<file path="src/rtl/user_pb_pkg.sv">
// user_pb_pkg: state encoding and parameter defaults shared by the pushbutton debouncer
package user_pb_pkg;
   typedef enum logic [1:0] {
      REL_STABLE = 2'd0,
      PRESS_PEND = 2'd1,
      PRS_STABLE = 2'd2,
      REL_PEND   = 2'd3
   } pb_state_t;
   localparam int TICK_DIV_DEF   = 50000;
   localparam int DB_TICKS_DEF   = 10;
   localparam int LONG_TICKS_DEF = 1000;
endpackage

</file>
<file path="src/rtl/user_pb_cell.sv">
// user_pb_cell: one button -- synchroniser, debounce FSM and registered level/press/release/long outputs (long-press logic under USER_PB_LONGPRESS_EN)
module user_pb_cell
   import user_pb_pkg::*;
#(
   parameter int DB_TICKS   = DB_TICKS_DEF,
   parameter int LONG_TICKS = LONG_TICKS_DEF
) (
   input  logic clk_i,
   input  logic rst_ni,
   input  logic tick_i,
   input  logic pb_ni,
   output logic level_o,
   output logic press_o,
   output logic release_o,
   output logic long_o
);
   localparam int DBW = $clog2(DB_TICKS + 1);
   localparam logic [DBW-1:0] DB_LAST = DBW'(DB_TICKS - 1);
   localparam logic [DBW-1:0] DB_MAX  = DBW'(DB_TICKS);

   logic s1_q, s2_q, s;
   pb_state_t state_q, state_d;
   logic [DBW-1:0] db_cnt_q, db_cnt_d, db_inc;
   logic level_q, level_d, press_q, press_d, release_q, release_d;

   // two-flop synchroniser, reset to the released (high) pin level
   always_ff @(posedge clk_i or negedge rst_ni)
      if (!rst_ni) {s1_q, s2_q} <= 2'b11;
      else {s1_q, s2_q} <= {pb_ni, s1_q};

   assign s      = ~s2_q;
   assign db_inc = (db_cnt_q == DB_MAX) ? db_cnt_q : DBW'(db_cnt_q + 1);

   // state, debounce counter and registered commit outputs
   always_ff @(posedge clk_i or negedge rst_ni)
      if (!rst_ni) begin
         state_q   <= REL_STABLE;
         db_cnt_q  <= '0;
         level_q   <= 1'b0;
         press_q   <= 1'b0;
         release_q <= 1'b0;
      end else begin
         state_q   <= state_d;
         db_cnt_q  <= db_cnt_d;
         level_q   <= level_d;
         press_q   <= press_d;
         release_q <= release_d;
      end

   // next state: a pending state commits on its DB_TICKS-th tick and falls back on any disagreeing sample
   always_comb begin
      state_d  = state_q;
      db_cnt_d = db_cnt_q;
      unique case (state_q)
         REL_STABLE: if (s) begin
            state_d  = PRESS_PEND;
            db_cnt_d = '0;
         end
         PRESS_PEND: if (!s) begin
            state_d  = REL_STABLE;
            db_cnt_d = '0;
         end else if (tick_i) begin
            state_d  = (db_cnt_q == DB_LAST) ? PRS_STABLE : PRESS_PEND;
            db_cnt_d = (db_cnt_q == DB_LAST) ? '0 : db_inc;
         end
         PRS_STABLE: if (!s) begin
            state_d  = REL_PEND;
            db_cnt_d = '0;
         end
         REL_PEND: if (s) begin
            state_d  = PRS_STABLE;
            db_cnt_d = '0;
         end else if (tick_i) begin
            state_d  = (db_cnt_q == DB_LAST) ? REL_STABLE : REL_PEND;
            db_cnt_d = (db_cnt_q == DB_LAST) ? '0 : db_inc;
         end
      endcase
   end

   // outputs: pulses only on a genuine commit, never on a bounce back to the stable state
   always_comb begin
      press_d   = state_q == PRESS_PEND && state_d == PRS_STABLE;
      release_d = state_q == REL_PEND && state_d == REL_STABLE;
      level_d   = state_d == PRS_STABLE || state_d == REL_PEND;
   end

   assign level_o   = level_q;
   assign press_o   = press_q;
   assign release_o = release_q;

`ifdef USER_PB_LONGPRESS_EN
   localparam int LW = $clog2(LONG_TICKS + 1);
   localparam logic [LW-1:0] LONG_MAX = LW'(LONG_TICKS);

   logic [LW-1:0] long_cnt_q, long_cnt_d;
   logic long_q, long_d, held;

   // long-press counter runs while pressed, restarts on a new press and saturates so it fires once
   always_comb begin
      held       = state_q == PRS_STABLE || state_q == REL_PEND;
      long_cnt_d = (press_d || state_d == REL_STABLE) ? '0 :
                   (held && tick_i && long_cnt_q != LONG_MAX) ? LW'(long_cnt_q + 1) : long_cnt_q;
      long_d     = long_cnt_d == LONG_MAX && long_cnt_q != LONG_MAX;
   end

   // long-press counter and pulse registers
   always_ff @(posedge clk_i or negedge rst_ni)
      if (!rst_ni) begin
         long_cnt_q <= '0;
         long_q     <= 1'b0;
      end else begin
         long_cnt_q <= long_cnt_d;
         long_q     <= long_d;
      end

   assign long_o = long_q;
`else
   logic unused_long;
   assign unused_long = ^LONG_TICKS;
   assign long_o      = 1'b0;
`endif
endmodule

</file>
<file path="src/rtl/user_pb_debounce.sv">
// user_pb_debounce: debounces the active-low USER_PB pins with a shared tick prescaler; define USER_PB_LONGPRESS_EN for pb_long
module user_pb_debounce
   import user_pb_pkg::*;
#(
   parameter int PB_W       = 4,
   parameter int TICK_DIV   = TICK_DIV_DEF,
   parameter int DB_TICKS   = DB_TICKS_DEF,
   parameter int LONG_TICKS = LONG_TICKS_DEF
) (
   input  logic            OSC_50m,
   input  logic            FPGA_RSTn,
   input  logic [PB_W-1:0] USER_PB,
   output logic [PB_W-1:0] pb_level,
   output logic [PB_W-1:0] pb_press,
   output logic [PB_W-1:0] pb_release,
   output logic [PB_W-1:0] pb_long
);
   localparam int PW = $clog2(TICK_DIV);
   localparam logic [PW-1:0] PRE_LAST = PW'(TICK_DIV - 1);

   logic [PW-1:0] pre_q, pre_d;
   logic tick;

   assign tick  = pre_q == PRE_LAST;
   assign pre_d = tick ? '0 : PW'(pre_q + 1);

   // free-running prescaler producing one tick every TICK_DIV clocks
   always_ff @(posedge OSC_50m or negedge FPGA_RSTn)
      if (!FPGA_RSTn) pre_q <= '0;
      else pre_q <= pre_d;

   for (genvar i = 0; i < PB_W; i++) begin : g_cell
      user_pb_cell #(
         .DB_TICKS  (DB_TICKS),
         .LONG_TICKS(LONG_TICKS)
      ) u_cell (
         .clk_i    (OSC_50m),
         .rst_ni   (FPGA_RSTn),
         .tick_i   (tick),
         .pb_ni    (USER_PB[i]),
         .level_o  (pb_level[i]),
         .press_o  (pb_press[i]),
         .release_o(pb_release[i]),
         .long_o   (pb_long[i])
      );
   end
endmodule

</file>
<file path="config.mk">
export PLATFORM = sky130hd
export DESIGN_NAME = user_pb_debounce
export DESIGN_NICKNAME = d
export VERILOG_FILES = /design/src/rtl/user_pb_pkg.sv /design/src/rtl/user_pb_cell.sv /design/src/rtl/user_pb_debounce.sv
export SDC_FILE = /design/constraint.sdc
export NUM_CORES = 1
export LEC_CHECK = 0
export ABC_AREA = 0
export BUFFER_PORTS_ARGS = -buffer_cell sky130_fd_sc_hd__buf_2
export CAP_MARGIN = 20
export CORE_MARGIN = 3
export CORE_UTILIZATION = 35
export DETAILED_ROUTE_END_ITERATION = 12
export PLACE_DENSITY = 0.48
export SLEW_MARGIN = 20
export SYNTH_ARGS = -nofsm -noshare
export SYNTH_HDL_FRONTEND = slang
export SYNTH_SLANG_ARGS = --single-unit
</file>
<file path="constraint.sdc">
create_clock -name OSC_50m -period 2.75 [get_ports OSC_50m]
set_clock_uncertainty 0.05 [all_clocks]
set_input_delay 0.55 -clock OSC_50m [delete_from_list [all_inputs] [get_ports OSC_50m]]
set_output_delay 0.55 -clock OSC_50m [all_outputs]
set_load 0.02 [all_outputs]
</file>
==> results.tsv <==
metric	value	unit
number of enable flip-flop cells after synthesis	0	
mean post-synth cell area	10.3	µm²
per-cell routed wire length	13.0	µm
Slew Limit Fails	0	
Data arrival, critical path	2.36	ns
CP Buf/Inv Count	1	
ordered cell list for the critical path	ha_1, and3_1, and4_1, buf_4, mux2i_1, o21ai_0	
Critical Path Fanout Max	13	
initial cell density of the core	36.8	%
measured slew at the worst slew-check pin	0.645	ns
CTS tree	done	
later-pin clock latency in the skew report	0.33	ns
required time of the critical path	2.91	ns
post-layout min period	2.21	ns
Area Overhead vs Synth	8.08	%
CP max-delay cell	and4_1	
final hold violation count	0	
Peak VDD IR	0.186	mV
Routability Congestion	0.791	
unrepaired setup endpoints after global routing	false	
PwrDens	481	mW/mm²
worst min path class	input pin to asynchronous set/reset pin	
share of the yosys chip area belonging to registers	49.0	%
Detailed Route Iter0 Violations	64	
average vias per placed instance	5.02	
hold_ws	0.181	ns
Worst setup SP type	flip-flop	
MaxCap Viol Count	0	
setup TNS	0	ns
clock transition at the registers of the reported paths	0.07	ns
buffers added on ports	17	
status	finished, final reports clean	
DR vias	2102	
CP Capture Type	flip-flop	
overall power	1.60	mW
top_reg_cell synth	dfrtp_1	
setup ws final	0.544	ns
# diodes	0	
CTS root buffer	clkbuf_8	
DRC	0	
Setup Viol. Count Final	0	
layout cells sized above 1	14.6	%
finished layout cell area	0.00333	mm²
row count	33	
H-tree Lvls	3	
async set-reset flop share out of synthesis	100	%
placed cell count	403	
max incr delay on CP	0.53	ns
Routed Antenna Nets	0	
num ports	22	
global-route wire length before repair	9.61	mm
core area	0.00838	mm²
CTS hold repair buffers	0	
GRT Util Overall	12.1	%
final wirelength	5.44	mm
Synth Instances	298	
count of cell types in the netlist	42	
Die Wd	99.9	µm
vias in the first global route	2016	
largest net degree at the start of global routing	34	
post-route clock period utilization	80.2	%
TritonCTS Buffers	9	
Rel. slew slack	57.0	%
count of nets after finishing	328	
Post-CTS Setup Bufs	0	
post-cts resize count	0	
Die Area	0.00997	mm²
commonest non-fill, non-tap cells in the layout	dfrtp_1 (52), nor2_1 (26), nand3_1 (20), o21ai_0 (20), nand2_1 (18)	
die height	99.9	µm
Post-Syn Area	0.00308	mm²
fin util	39.8	%
Post-Place Worst Slack	0.514	ns
grt ovf	0	
Non-Filler Instances	419	
synth warn	0	
Placement Cell Area	0.00318	mm²
Leak	1.54	nW
most common cell after layout, fill and taps aside	dfrtp_1	
initial antenna violation count	0	
TritonRoute pass-1 iters	6	
Max Freq	0.453	GHz
critical path's top delay family	simple AND/OR/NAND/NOR gates	
synthesis-stage register bit count	60	
Final HPWL DP	3.66	mm
# clock sinks	60	
clk buf depth	2	
Crit Path Category	flip-flop to flip-flop	
==> flip-flops by register name (all words and copies together) (netlist names) <==
name	flops
g_cell.u_cell.s2_q	4
g_cell.u_cell.press_o	4
g_cell.u_cell.db_cnt_q	16
pre_q	16
g_cell.u_cell.release_o	4
g_cell.u_cell.state_q	8
g_cell.u_cell.level_o	4
g_cell.u_cell.s1_q	4
==> layout make-up <==
| cell class | count | area, µm² |
|---|---|---|
| Clock buffer | 13 | 139 |
| Clock inverter | 3 | 15.0 |
| Fill cell | 841 | 5050 |
| Inverter | 14 | 52.6 |
| Multi-Input combinational cell | 204 | 1360 |
| Sequential cell | 60 | 1510 |
| Tap cell | 105 | 131 |
| Timing Repair Buffer | 20 | 120 |
==> report_power, final <==
group / internal, mW / leakage, nW / switching [mW]
registers: 0.897 / 0.787 / 0.00858
clock network: 0.324 / 0.0812 / 0.325
logic: 0.0123 / 0.668 / 0.0369
==> synthesized netlist by cell type, drive strengths merged (3+ instances only) <==
master  instances  area, µm²
dfrtp          52       1300
nor2           26       97.6
buf            21        160
o21ai          21        105
nand3          20        100
nand2          18       67.6
inv            14       52.6
ha             13        163
mux2i          10        100
nor2b           9       56.3
xor2            9       78.8
dfstp           8        210
xnor2           8       70.1
and2            7       43.8
and3            7       43.8
nand4           7       50.1
o221ai          6       52.6
nand2b          4       25.0
nor3            4       20.0
o31ai           4       30.0
and3b           3       26.3
and4            3       26.3
nor4            3       18.8
==> final timing paths <==
kind                            depth (start not counted)  slack, ns             startpoint                      endpoint
max in group asynchronous                               2       1.78              FPGA_RSTn         g_cell[1].u_cell.s2_q
min in group OSC_50m                                    1       0.26             USER_PB[3]         g_cell[3].u_cell.s1_q
worst max-delay path                                    6       0.54               pre_q[0]  g_cell[3].u_cell.db_cnt_q[1]
worst max register to register                          6       0.54               pre_q[0]  g_cell[3].u_cell.db_cnt_q[1]
worst min-delay path                                    1       0.18              FPGA_RSTn      g_cell[2].u_cell.level_o
worst min register to register                          0       0.29  g_cell[2].u_cell.s1_q         g_cell[2].u_cell.s2_q
==> cell families (layout without fill, tap and decap cells) <==
| logic type | after synthesis | count (layout) | share of synthesized area [%] |
|---|---|---|---|
| AND/OR/NAND/NOR | 116 | 116 | 20.9 |
| flip-flops | 60 | 60 | 49.0 |
| AO/OA/AOI/OAI | 44 | 44 | 9.42 |
| buffers and inverters | 37 | 50 | 7.14 |
| XOR/XNOR | 17 | 17 | 4.83 |
| adder cells (fa/ha/maj) | 13 | 13 | 5.28 |
| multiplexers | 10 | 10 | 3.25 |
| other | 1 | 4 | 0.122 |
==> worst register-to-register path, delay by kind of cell, from the launching register on <==
| family | cells | cell delay (ns) |
|---|---|---|
| AOI/OAI and AO/OA | 1 | 0.09 |
| adders and majority gates | 1 | 0.27 |
| buffers and inverters | 1 | 0.31 |
| DFF | 1 | 0.38 |
| muxes | 1 | 0.20 |
| and+or+nand+nor | 2 | 0.79 |
==> layer usage <==
metal	global-route usage, %	wire [µm]
met1	16.6	2710
met2	17.8	2430
met3	4.24	222
met4	4.10	73
met5	0	0
No activity file was read; power rests on OpenSTA's default activity.
